`config.mk`:
```
export PLATFORM = sky130hd
export DESIGN_NAME = mips32_prog_loader
export DESIGN_NICKNAME = d
export VERILOG_FILES = /design/src/rtl/mips32_prog_loader.sv
export SDC_FILE = /design/constraint.sdc
export NUM_CORES = 1
export LEC_CHECK = 0
export CAP_MARGIN = 20
export CORE_MARGIN = 1
export CORE_UTILIZATION = 39
export DETAILED_ROUTE_END_ITERATION = 8
export GPL_ROUTABILITY_DRIVEN = 0
export PLACE_DENSITY = 0.77
export SLEW_MARGIN = 0
export SYNTH_ARGS = -nofsm -noshare
export SYNTH_HDL_FRONTEND = slang
export SYNTH_SLANG_ARGS = --single-unit
```
`constraint.sdc`:
```
create_clock -name clk1 -period 1.7 [get_ports clk1]
set_input_delay 0.255 -clock clk1 [delete_from_list [all_inputs] [get_ports clk1]]
set_output_delay 0.255 -clock clk1 [all_outputs]
set_load 0.03 [all_outputs]
```
`src/rtl/mips32_prog_loader.sv`:
```
// mips32_prog_loader: boot controller for the MIPS32 pipeline.
// Holds the core and zeroes its register file. It then streams a program
// into instruction/data memory and releases the core from PC 0. Completion
// is reported when the core halts or when the RUN cycle budget runs out.
module mips32_prog_loader #(
  parameter int unsigned ADDR_W  = 10,
  parameter int unsigned TIMEOUT = 1024
) (
  input  logic              clk1,
  input  logic              rst,
  input  logic              start,
  input  logic [ADDR_W:0]   num_words,
  input  logic              in_valid,
  output logic              in_ready,
  input  logic [31:0]       in_data,
  output logic              mem_we,
  output logic [ADDR_W-1:0] mem_addr,
  output logic [31:0]       mem_wdata,
  output logic              rf_we,
  output logic [4:0]        rf_addr,
  output logic [31:0]       rf_wdata,
  output logic              core_hold,
  output logic              pc_load,
  input  logic              core_halted,
  output logic              busy,
  output logic              done,
  output logic              timed_out,
  output logic [31:0]       run_cycles
);

  typedef enum logic [2:0] {
    S_IDLE,
    S_CLEAR,
    S_LOAD,
    S_RELEASE,
    S_RUN,
    S_DONE
  } state_t;

  localparam logic [ADDR_W:0] MAX_WORDS   = (ADDR_W+1)'(1) << ADDR_W;
  localparam logic [31:0]     RUN_LAST    = 32'(TIMEOUT - 1);

  state_t              r_state;
  logic [ADDR_W-1:0]   r_wr_ptr;
  logic [ADDR_W-1:0]   r_last;
  logic                r_zero_len;
  logic [4:0]          r_clear_idx;
  logic [31:0]         r_run_cycles;
  logic                r_timed_out;

  logic                w_hs;
  logic [ADDR_W:0]     w_len;

  // Program length clamped to the memory size, so the write pointer never wraps.
  assign w_len = (num_words > MAX_WORDS) ? MAX_WORDS : num_words;

  // A word transfers only in LOAD and never while reset is asserted.
  assign w_hs  = in_valid & in_ready;

  // Boot sequencer: IDLE -> CLEAR -> LOAD -> RELEASE -> RUN -> DONE.
  always_ff @(posedge clk1) begin
    if (rst) begin
      r_state      <= S_IDLE;
      r_wr_ptr     <= '0;
      r_last       <= '0;
      r_zero_len   <= 1'b0;
      r_clear_idx  <= '0;
      r_run_cycles <= '0;
      r_timed_out  <= 1'b0;
    end else begin
      case (r_state)
        S_IDLE, S_DONE: begin
          if (start) begin
            r_state      <= S_CLEAR;
            r_last       <= ADDR_W'(w_len - (ADDR_W+1)'(1));
            r_zero_len   <= (w_len == '0);
            r_wr_ptr     <= '0;
            r_clear_idx  <= '0;
            r_run_cycles <= '0;
            r_timed_out  <= 1'b0;
          end
        end
        S_CLEAR: begin
          r_clear_idx <= r_clear_idx + 5'd1;
          if (r_clear_idx == 5'd31) begin
            r_state <= r_zero_len ? S_RELEASE : S_LOAD;
          end
        end
        S_LOAD: begin
          if (w_hs) begin
            // The last word leaves the pointer in place rather than wrapping it.
            if (r_wr_ptr == r_last) begin
              r_state <= S_RELEASE;
            end else begin
              r_wr_ptr <= r_wr_ptr + ADDR_W'(1);
            end
          end
        end
        S_RELEASE: begin
          r_state <= S_RUN;
        end
        S_RUN: begin
          r_run_cycles <= r_run_cycles + 32'd1;
          if (core_halted) begin
            r_state     <= S_DONE;
            r_timed_out <= 1'b0;
          end else if (r_run_cycles == RUN_LAST) begin
            r_state     <= S_DONE;
            r_timed_out <= 1'b1;
          end
        end
        default: begin
          r_state <= S_IDLE;
        end
      endcase
    end
  end

  // Output decodes. The strobes are also gated by rst to block any write in a reset cycle.
  assign in_ready   = (r_state == S_LOAD) & ~rst;
  assign mem_we     = w_hs;
  assign mem_addr   = r_wr_ptr;
  assign mem_wdata  = w_hs ? in_data : '0;
  assign rf_we      = (r_state == S_CLEAR) & ~rst;
  assign rf_addr    = r_clear_idx;
  assign rf_wdata   = '0;
  assign core_hold  = (r_state != S_RUN);
  assign pc_load    = (r_state == S_RELEASE) & ~rst;
  assign busy       = (r_state != S_IDLE) && (r_state != S_DONE);
  assign done       = (r_state == S_DONE);
  assign timed_out  = r_timed_out;
  assign run_cycles = r_run_cycles;

endmodule

```
Word level (Yosys, flattened, before mapping)
Index checks and enable logic that the tools add are counted.

Add/subtract/negate cells: 4. Magnitude comparators: 1. Eq/ne operators: 16. Mux-type cells: 22. Bitwise gates (word level): 5. Reduce and logical (&&, ||, !) cells: 14.

Operators by type and width (count): 2-to-1 mux 32 bit (2); one-hot mux 32 bit (2 select lines) (1); adder 32 x 1 -> 32 bit, second input constant (1); equality test 32 x 10 -> 1 bit, second input constant (1); 2-to-1 mux 10 bit (3); one-hot mux 10 bit (2 select lines) (1); 2-to-1 mux 3 bit (6); one-hot mux 3 bit (5 select lines) (1); > comparator 11 bit, second input constant (1); zero test 11 bit (1); 2-to-1 mux 11 bit (1); adder 10 x 1 -> 10 bit, second input constant (1); equality test 10 bit (1); != test 2 bit, second input constant (5); one-hot mux 5 bit (2 select lines) (1); subtractor 10 x 1 -> 10 bit, second input constant (1); != test 3 bit, second input constant (3); equality test 3 x 2 -> 1 bit, second input constant (2); equality test 3 bit, second input constant (2); AND reduction 2 bit (3); nonzero test 2 bit (3); adder 5 x 1 -> 5 bit, second input constant (1); equality test 5 bit, second input constant (1); 2-to-1 mux 5 bit (1); other kinds (12) (18).

Bits in registers: 62. Input port bits: 48. Output and inout bits: 119. Word-level logic and storage cells: 69.

Longest topological paths before layout
Gate-level depths: netlist of the first run.

Depth after elaboration: 5. Mapped depth: 9. Gate-level depth less buffers: 8.

Least setup slack after synthesis of the first run
No wires, ideal clock.

Path type: reg2reg. From: reg r_run_cycles[0], in the netlist run_cycles[0]. To: reg r_run_cycles[28], in the netlist run_cycles[28]. Library setup time: 0.070 ns. Arrival: 2.019 ns. Data required time: 1.630 ns. Setup slack: -0.389 ns. Stages on the path, launching flop included: 7. Clock period less this slack: 2.089 ns. Cell sequence: dfxtp_1 -> ha_1 -> nand3_1 -> nor3_2 -> nand4_1 -> or3_1 -> a21oi_1.

Cells in the longest elaborated chain, start to end: 2.

Ends and longest elaborated chain: start: declaration (RTL line 48) `logic [31:0] r_run_cycles;`; start signal: assignment (RTL line 103) `r_run_cycles <= r_run_cycles + 32'd1;`; adder 32 x 1 -> 32 bit (RTL line 103); one-hot mux 32 bit (2 select lines) (RTL line 71) `case (r_state)`.

Every way passes these cells. A chain may end at the register's enable or synchronous reset.

Final worst setup path of the first run
From: reg r_state[2]. To: out mem_wdata[25].

Cells in the longest elaborated chain, start to end: 4.

Ends and longest elaborated chain: start: declaration (RTL line 43) `state_t r_state;`; start signal: assignment (RTL line 86) `r_state <= r_zero_len ? S_RELEASE : S_LOAD;`; equality test 3 x 2 -> 1 bit (RTL line 120) `assign in_ready = (r_state == S_LOAD) & ~rst;`; AND 1 bit (RTL line 120); AND 1 bit (RTL line 58) `assign w_hs = in_valid & in_ready;`; 2-to-1 mux 32 bit (RTL line 123) `assign mem_wdata = w_hs ? in_data : '0;`; end: declaration (RTL line 18) `output logic [31:0] mem_wdata,`.

Every way passes these cells.

==> run metrics, run 1 <==
busiest grt layer=met2; Max Clk Rate=slightly above 0.5 GHz; most numerous cell in the Yosys netlist=dfxtp_1; Post-synth ARST share=0; max_cap viols=0; Critical Path AT=around 1.7 ns; Placed Area=approximately 5700 um2; Tot GR Track Use=0.249; Commonest cells post-synth=62 x dfxtp_1, 44 x nand2_1, 44 x nor2_1; Core ar.=between 9000 and 10000 um2; met2 GRT Util=0.426; Max clock buf depth=2; CP peak stage delay=0.33 ns; die height=just over 100 um; diodes inserted=0; RSZ-0062 raised after global routing=true; I/O Buffers=~130; row count=35; htree depth=3; CP cell instances=buf_6 -> nor4b_4 -> buf_6 -> buf_12 -> and3_4 -> buf_6; pin count of the biggest net entering global routing=37; nets=773; post-route ant nets=0; residual DRC count=0; syn avg cell area=around 8 um2; HPWL Detailed=9160 um; CP Buf/Inv Count=4; area grow syn2layout=73.6%; cell mode on critical path=buf_6; Synth top area share=0.324; Initial Util=0.409; R2R Path Start=r_state[1]; Design Area, Final=about 6700 um2; r2r setup slk=-0.16 ns; layout cells sized above 1=0.371; CTS sink cnt=62; EDFF count, synth=0; die width=approximately 100 um; synth unique cells=53; via count=around 4600; Die Area=a little over 10000 um2; final worst slack=-0.248 ns; hold depth=1; vias per cell=roughly 5.3; status=complete, but fails checks; family with the most delay on the worst path=buffers and inverters; M3 GR Usage=0.0304; ranking of synthesized cells by area=dfxtp_1 32%, buf_4 6.3%, and3_1 5.9%; DRT Pass-1 Iters=5; Final Power=around 0.0032 W; Worst Hold Path EP=run_cycles[5]; grt total ovfl=0; CTS tree=yes; Final Setup Violations=between 70 and 80; Period minus WS final=between 1.5 and 2 ns; Avg WL per Cell=~16 um; Critical Path Slowest Stage Cell=dfxtp_2; pwr/cell area=about 480 nW/um2; clk_lat worst skew=between 0.3 and 0.4 ns; CP Launch Point=r_state[2]; VDD IR max=about 0.00042 V; TritonCTS buffer count=9; ys flop type=dfxtp_1; Detailed Route Iter0 Violations=around 320; Reg clk slew, reported paths=~0.070 ns; Leak Pwr=2.92 nW; M1 GR Usage=0.321; Yosys reg bits=slightly above 60; worst min path class=reg -> reg; hold path start=run_cycles[5]; max-slew violations=0; initial antenna violation count=0; failing checks=setup timing; CTS Root Cell=clkbuf_8; Reg-to-Reg End=run_cycles[21]; warning count from the yosys run=0; Layout Skew=0.00941 ns; cell count after synthesis=488; first-pass GRT wire length=approximately 20000 um; crit path kind=reg -> out; post-synthesis sequential area ratio=0.324; maximum fanout along the worst path=17; final wirelength=13700 um; Tcrit/Tclk final=1.15; cts hold-fix bufs=0; vias in the first global route=around 4200; Worst EP required=1.44 ns; Reg2Reg Depth=8; Ports=167; cell taking the most area after synthesis=dfxtp_1; final hold vios=0; nature of the critical path endpoint=primary output; Startpoint Class=flop; Synth Cell Area=between 3000 and 4000 um2
## metrics by stage
step	hold slack [ns]	TNS (ns)	util	std cells	setup WS, ns
final	0.467	-10.36	0.711	854	-0.248
after global routing	0.493	-14.20	0.711	854	-0.282
after CTS	0.456	-8.10	0.664	836	-0.227
after detailed placement	0.460	-9.97	0.612	803	-0.460
after global placement	0.453	-8.07	0.612	803	-0.437
after floorplan	0.364	-0.00395	-	519	-0.00395
## report_power, final
part           switching (W)  internal [W]  leakage [nW]  total (W)
Clock               0.000588      0.000509        0.0786    0.00110
Sequential         0.0000234       0.00146         0.523    0.00149
Combinational       0.000341      0.000260          2.31   0.000602
Total               0.000953       0.00223          2.92    0.00319
## cells by family after synthesis
group                    synth area share
buffers and inverters              0.0972
multiplexers                       0.0137
AND/OR/NAND/NOR                     0.327
flip-flops                          0.324
AO/OA/AOI/OAI                       0.178
adder cells (fa/ha/maj)            0.0163
other                            0.000978
XOR/XNOR                           0.0434
## routing by layer
metal,share of wire,wire length [um]
met1,0.42,5800
met4,0.013,176
met2,0.53,7230
met3,0.038,522
met5,0,0
## registers in the layout, summed over array words and instances (netlist names)
signal / count
run_cycles: 32
mem_addr: 10
r_last: 10
rf_addr: 5
r_state: 3
r_zero_len: 1
timed_out: 1
## how the worst max path moves through the flow
| stage | endpoint | slack (ns) | cells past startpoint |
|---|---|---|---|
| floorplan | run_cycles[29] | -0.004 | 5 |
| global placement | r_last[9] | -0.44 | 6 |
| detailed placement | r_last[8] | -0.46 | 6 |
| CTS | mem_wdata[1] | -0.23 | 6 |
| global route | mem_wdata[25] | -0.28 | 6 |
| finish | mem_wdata[25] | -0.25 | 6 |
## layout make-up
type	instances	area (um2)
Clock buffer	10	128
Clock inverter	6	28.8
Fill cell	713	2710
Inverter	12	45.0
Multi-Input combinational cell	392	2730
Sequential cell	62	1310
Tap cell	129	161
Timing Repair Buffer	243	2260
## cells in the final DEF (no fill, tap or decap), drive strengths merged, types with 5 or more instances in the layout
cell	count
a211oi	10
a21oi	40
and2	5
and3	36
buf	149
clkbuf	10
clkdlybuf4s50	54
clkinv	5
conb	32
dfxtp	62
dlygate4sd2	39
ha	5
inv	12
nand2	44
nand3	24
nand4	10
nor2	45
nor3	11
nor4	8
o211ai	15
o21ai	15
or3	16
xnor2	15
## repair_timing
action                                  CTS  global route
endpoints found under the setup margin  100            88
gates cloned                              4             1
setup buffers                            13            18
pin swaps                                32            39
gates resized for setup                 111            76
Power figures use the tool's default switching activity.
==> run 2: changes to the inputs <==
Settings changed: CTS_CLUSTER_DIAMETER from default to 120, SKIP_CTS_REPAIR_TIMING from default to 1.
==> run metrics, run 2 (same netlist as run 1, synthesis figures left out) <==
most frequent cells in the layout=96 x buf_4, 53 x clkdlybuf4s50_1, 43 x buf_6, 41 x dlymetal6s2s_1, 40 x nor2_1; die width=~100 um; clk_lat worst skew=around 0.34 ns; CP Launch Point=r_state[0]; diodes inserted=0; CP cell instances=buf_4 -> nor4b_4 -> buf_6 -> clkbuf_16 -> and3_1 -> buf_6; r2r setup slk=-0.16 ns; cell mode on critical path=buf_6; Die Area=between 10000 and 15000 um2; final worst slack=-0.274 ns; Avg WL per Cell=~16 um; Period minus WS final=roughly 2 ns; final wirelength=between 10000 and 15000 um; initial antenna violation count=0; Tot GR Track Use=0.229; grt total ovfl=0; Sw Ratio=0.301; Reg2Reg Depth=8; pwr/cell area=approximately 470 nW/um2; max_cap viols=0; CTS Root Cell=clkbuf_8; Ports=around 170; Switching Power=a little under 0.001 W; busiest grt layer=met2; pin count of the biggest net entering global routing=37; Core ar.=roughly 9400 um2; Critical Path Slowest Stage Cell=dfxtp_4; first-pass GRT wire length=between 15000 and 20000 um; fill count=around 680; die height=about 100 um; CP peak stage delay=roughly 0.36 ns; nets=about 770; residual DRC count=0; non-filler instance count after layout=about 850; VDD IR max=between 0.0004 and 0.0005 V; placed cell count=~800; area grow syn2layout=75.3%; htree depth=3; Initial Util=0.409; Detailed Route Iter0 Violations=277; nature of the critical path endpoint=primary output; CP Buf/Inv Count=4; vias per cell=roughly 5.4; Layout Skew=about 0.0093 ns; Tcrit/Tclk final=1.16; max FFs per register=32; M1 GR Usage=0.300; post-route ant nets=0; failing checks=setup timing; Leak Pwr=about 3.4 nW; crit path kind=reg -> out; Reg-to-Reg End=mem_addr[9]; HPWL Detailed=a little over 9000 um; final hold vios=0; layout cells sized above 1=0.372; Final Setup Violations=55; R2R Path Start=r_state[0]; Comb pwr share=0.188; hold depth=4; vias in the first global route=between 4000 and 5000; via count=roughly 4600; Max Clk Rate=0.507 GHz; max-slew violations=0; sequential share of power=0.465; most common cell after layout, fill and taps aside=buf_4; row count=35; RSZ-0062 raised after global routing=true; Max clock buf depth=2; Critical Path AT=between 1.5 and 2 ns; Reg clk slew, reported paths=about 0.070 ns; DRT Pass-1 Iters=5; clock power share=0.347; family with the most delay on the worst path=buffers and inverters; I/O Buffers=approximately 130; worst min path class=in -> reg; met2 GRT Util=0.389; crit path capture=mem_wdata[8]; status=complete, but fails checks; Startpoint Class=flop; Worst EP required=between 1 and 1.5 ns; CTS tree=yes; M3 GR Usage=0.0276; CTS sink cnt=62; maximum fanout along the worst path=8; TritonCTS buffer count=9; Stages on worst setup path=6; P_int=about 0.0022 W; Hold WS=around 0.40 ns
-- run 2: tightest hold or removal path, stage by stage --
cell and delay (ns):
dlymetal6s2s_1 0.10, buf_4 0.13, xnor2_1 0.11, a311oi_1 0.10
-- run 2: metal layers --
| metal | vias up | part of all wire |
|---|---|---|
| met2 | 162 | 0.52 |
| met5 | - | 0 |
| met1 | 2186 | 0.42 |
| met4 | 0 | 0.017 |
| met3 | 23 | 0.048 |
| li1 | 2186 | - |
-- run 2: power by group through the flow --
| stage | logic, W | clock network [W] | registers (W) |
|---|---|---|---|
| 4_1_cts | 0.000534 | 0.00112 | 0.00148 |
| 5_1_grt | 0.000642 | 0.00118 | 0.00149 |
| 3_3_place_gp | 0.000522 | 0 | 0.00151 |
| 6_report | 0.000601 | 0.00111 | 0.00149 |
| 3_5_place_dp | 0.000532 | 0 | 0.00152 |
| 2_1_floorplan | 0.000328 | 0 | 0.00152 |
-- run 2: how the worst min path moves through the flow --
stage          slack, ns     startpoint            end
6_report            0.40   num_words[3]      r_last[3]
5_1_grt             0.42   num_words[3]      r_last[3]
4_1_cts             0.46            rst     rf_addr[0]
3_5_place_dp        0.46  run_cycles[5]  run_cycles[5]
3_3_place_gp        0.45  run_cycles[5]  run_cycles[5]
2_1_floorplan       0.36   num_words[0]      r_last[0]
-- run 2: cell type report --
| cell class | instances | area [um2] | area share |
|---|---|---|---|
| Clock buffer | 10 | 128 | 0.0190 |
| Tap cell | 129 | 161 | 0.0240 |
| Clock inverter | 6 | 28.8 | 0.00428 |
| Sequential cell | 62 | 1310 | 0.195 |
| Inverter | 12 | 45.0 | 0.00670 |
| Timing Repair Buffer | 239 | 2350 | 0.349 |
| Multi-Input combinational cell | 391 | 2700 | 0.402 |
-- run 2: per-stage QoR --
step,power [W],setup WS [ns],cell area (um2),TNS [ns],utilization
after floorplan,0.00184,-0.00395,4090,-0.00395,-
after CTS,0.00313,-0.400,5890,-15.32,0.629
final,0.00320,-0.274,6730,-9.78,0.718
after detailed placement,0.00205,-0.460,5730,-9.97,0.612
after global routing,0.00331,-0.311,6730,-13.05,0.718
after global placement,0.00204,-0.437,5730,-8.07,0.612
==> run 3: changes to the inputs <==
Settings changed: CAP_MARGIN 20 to 30, RECOVER_POWER from default to 25.
==> results of run 3 <==
Same layout as run 2: the final DEF is identical, and so are final timing and power.
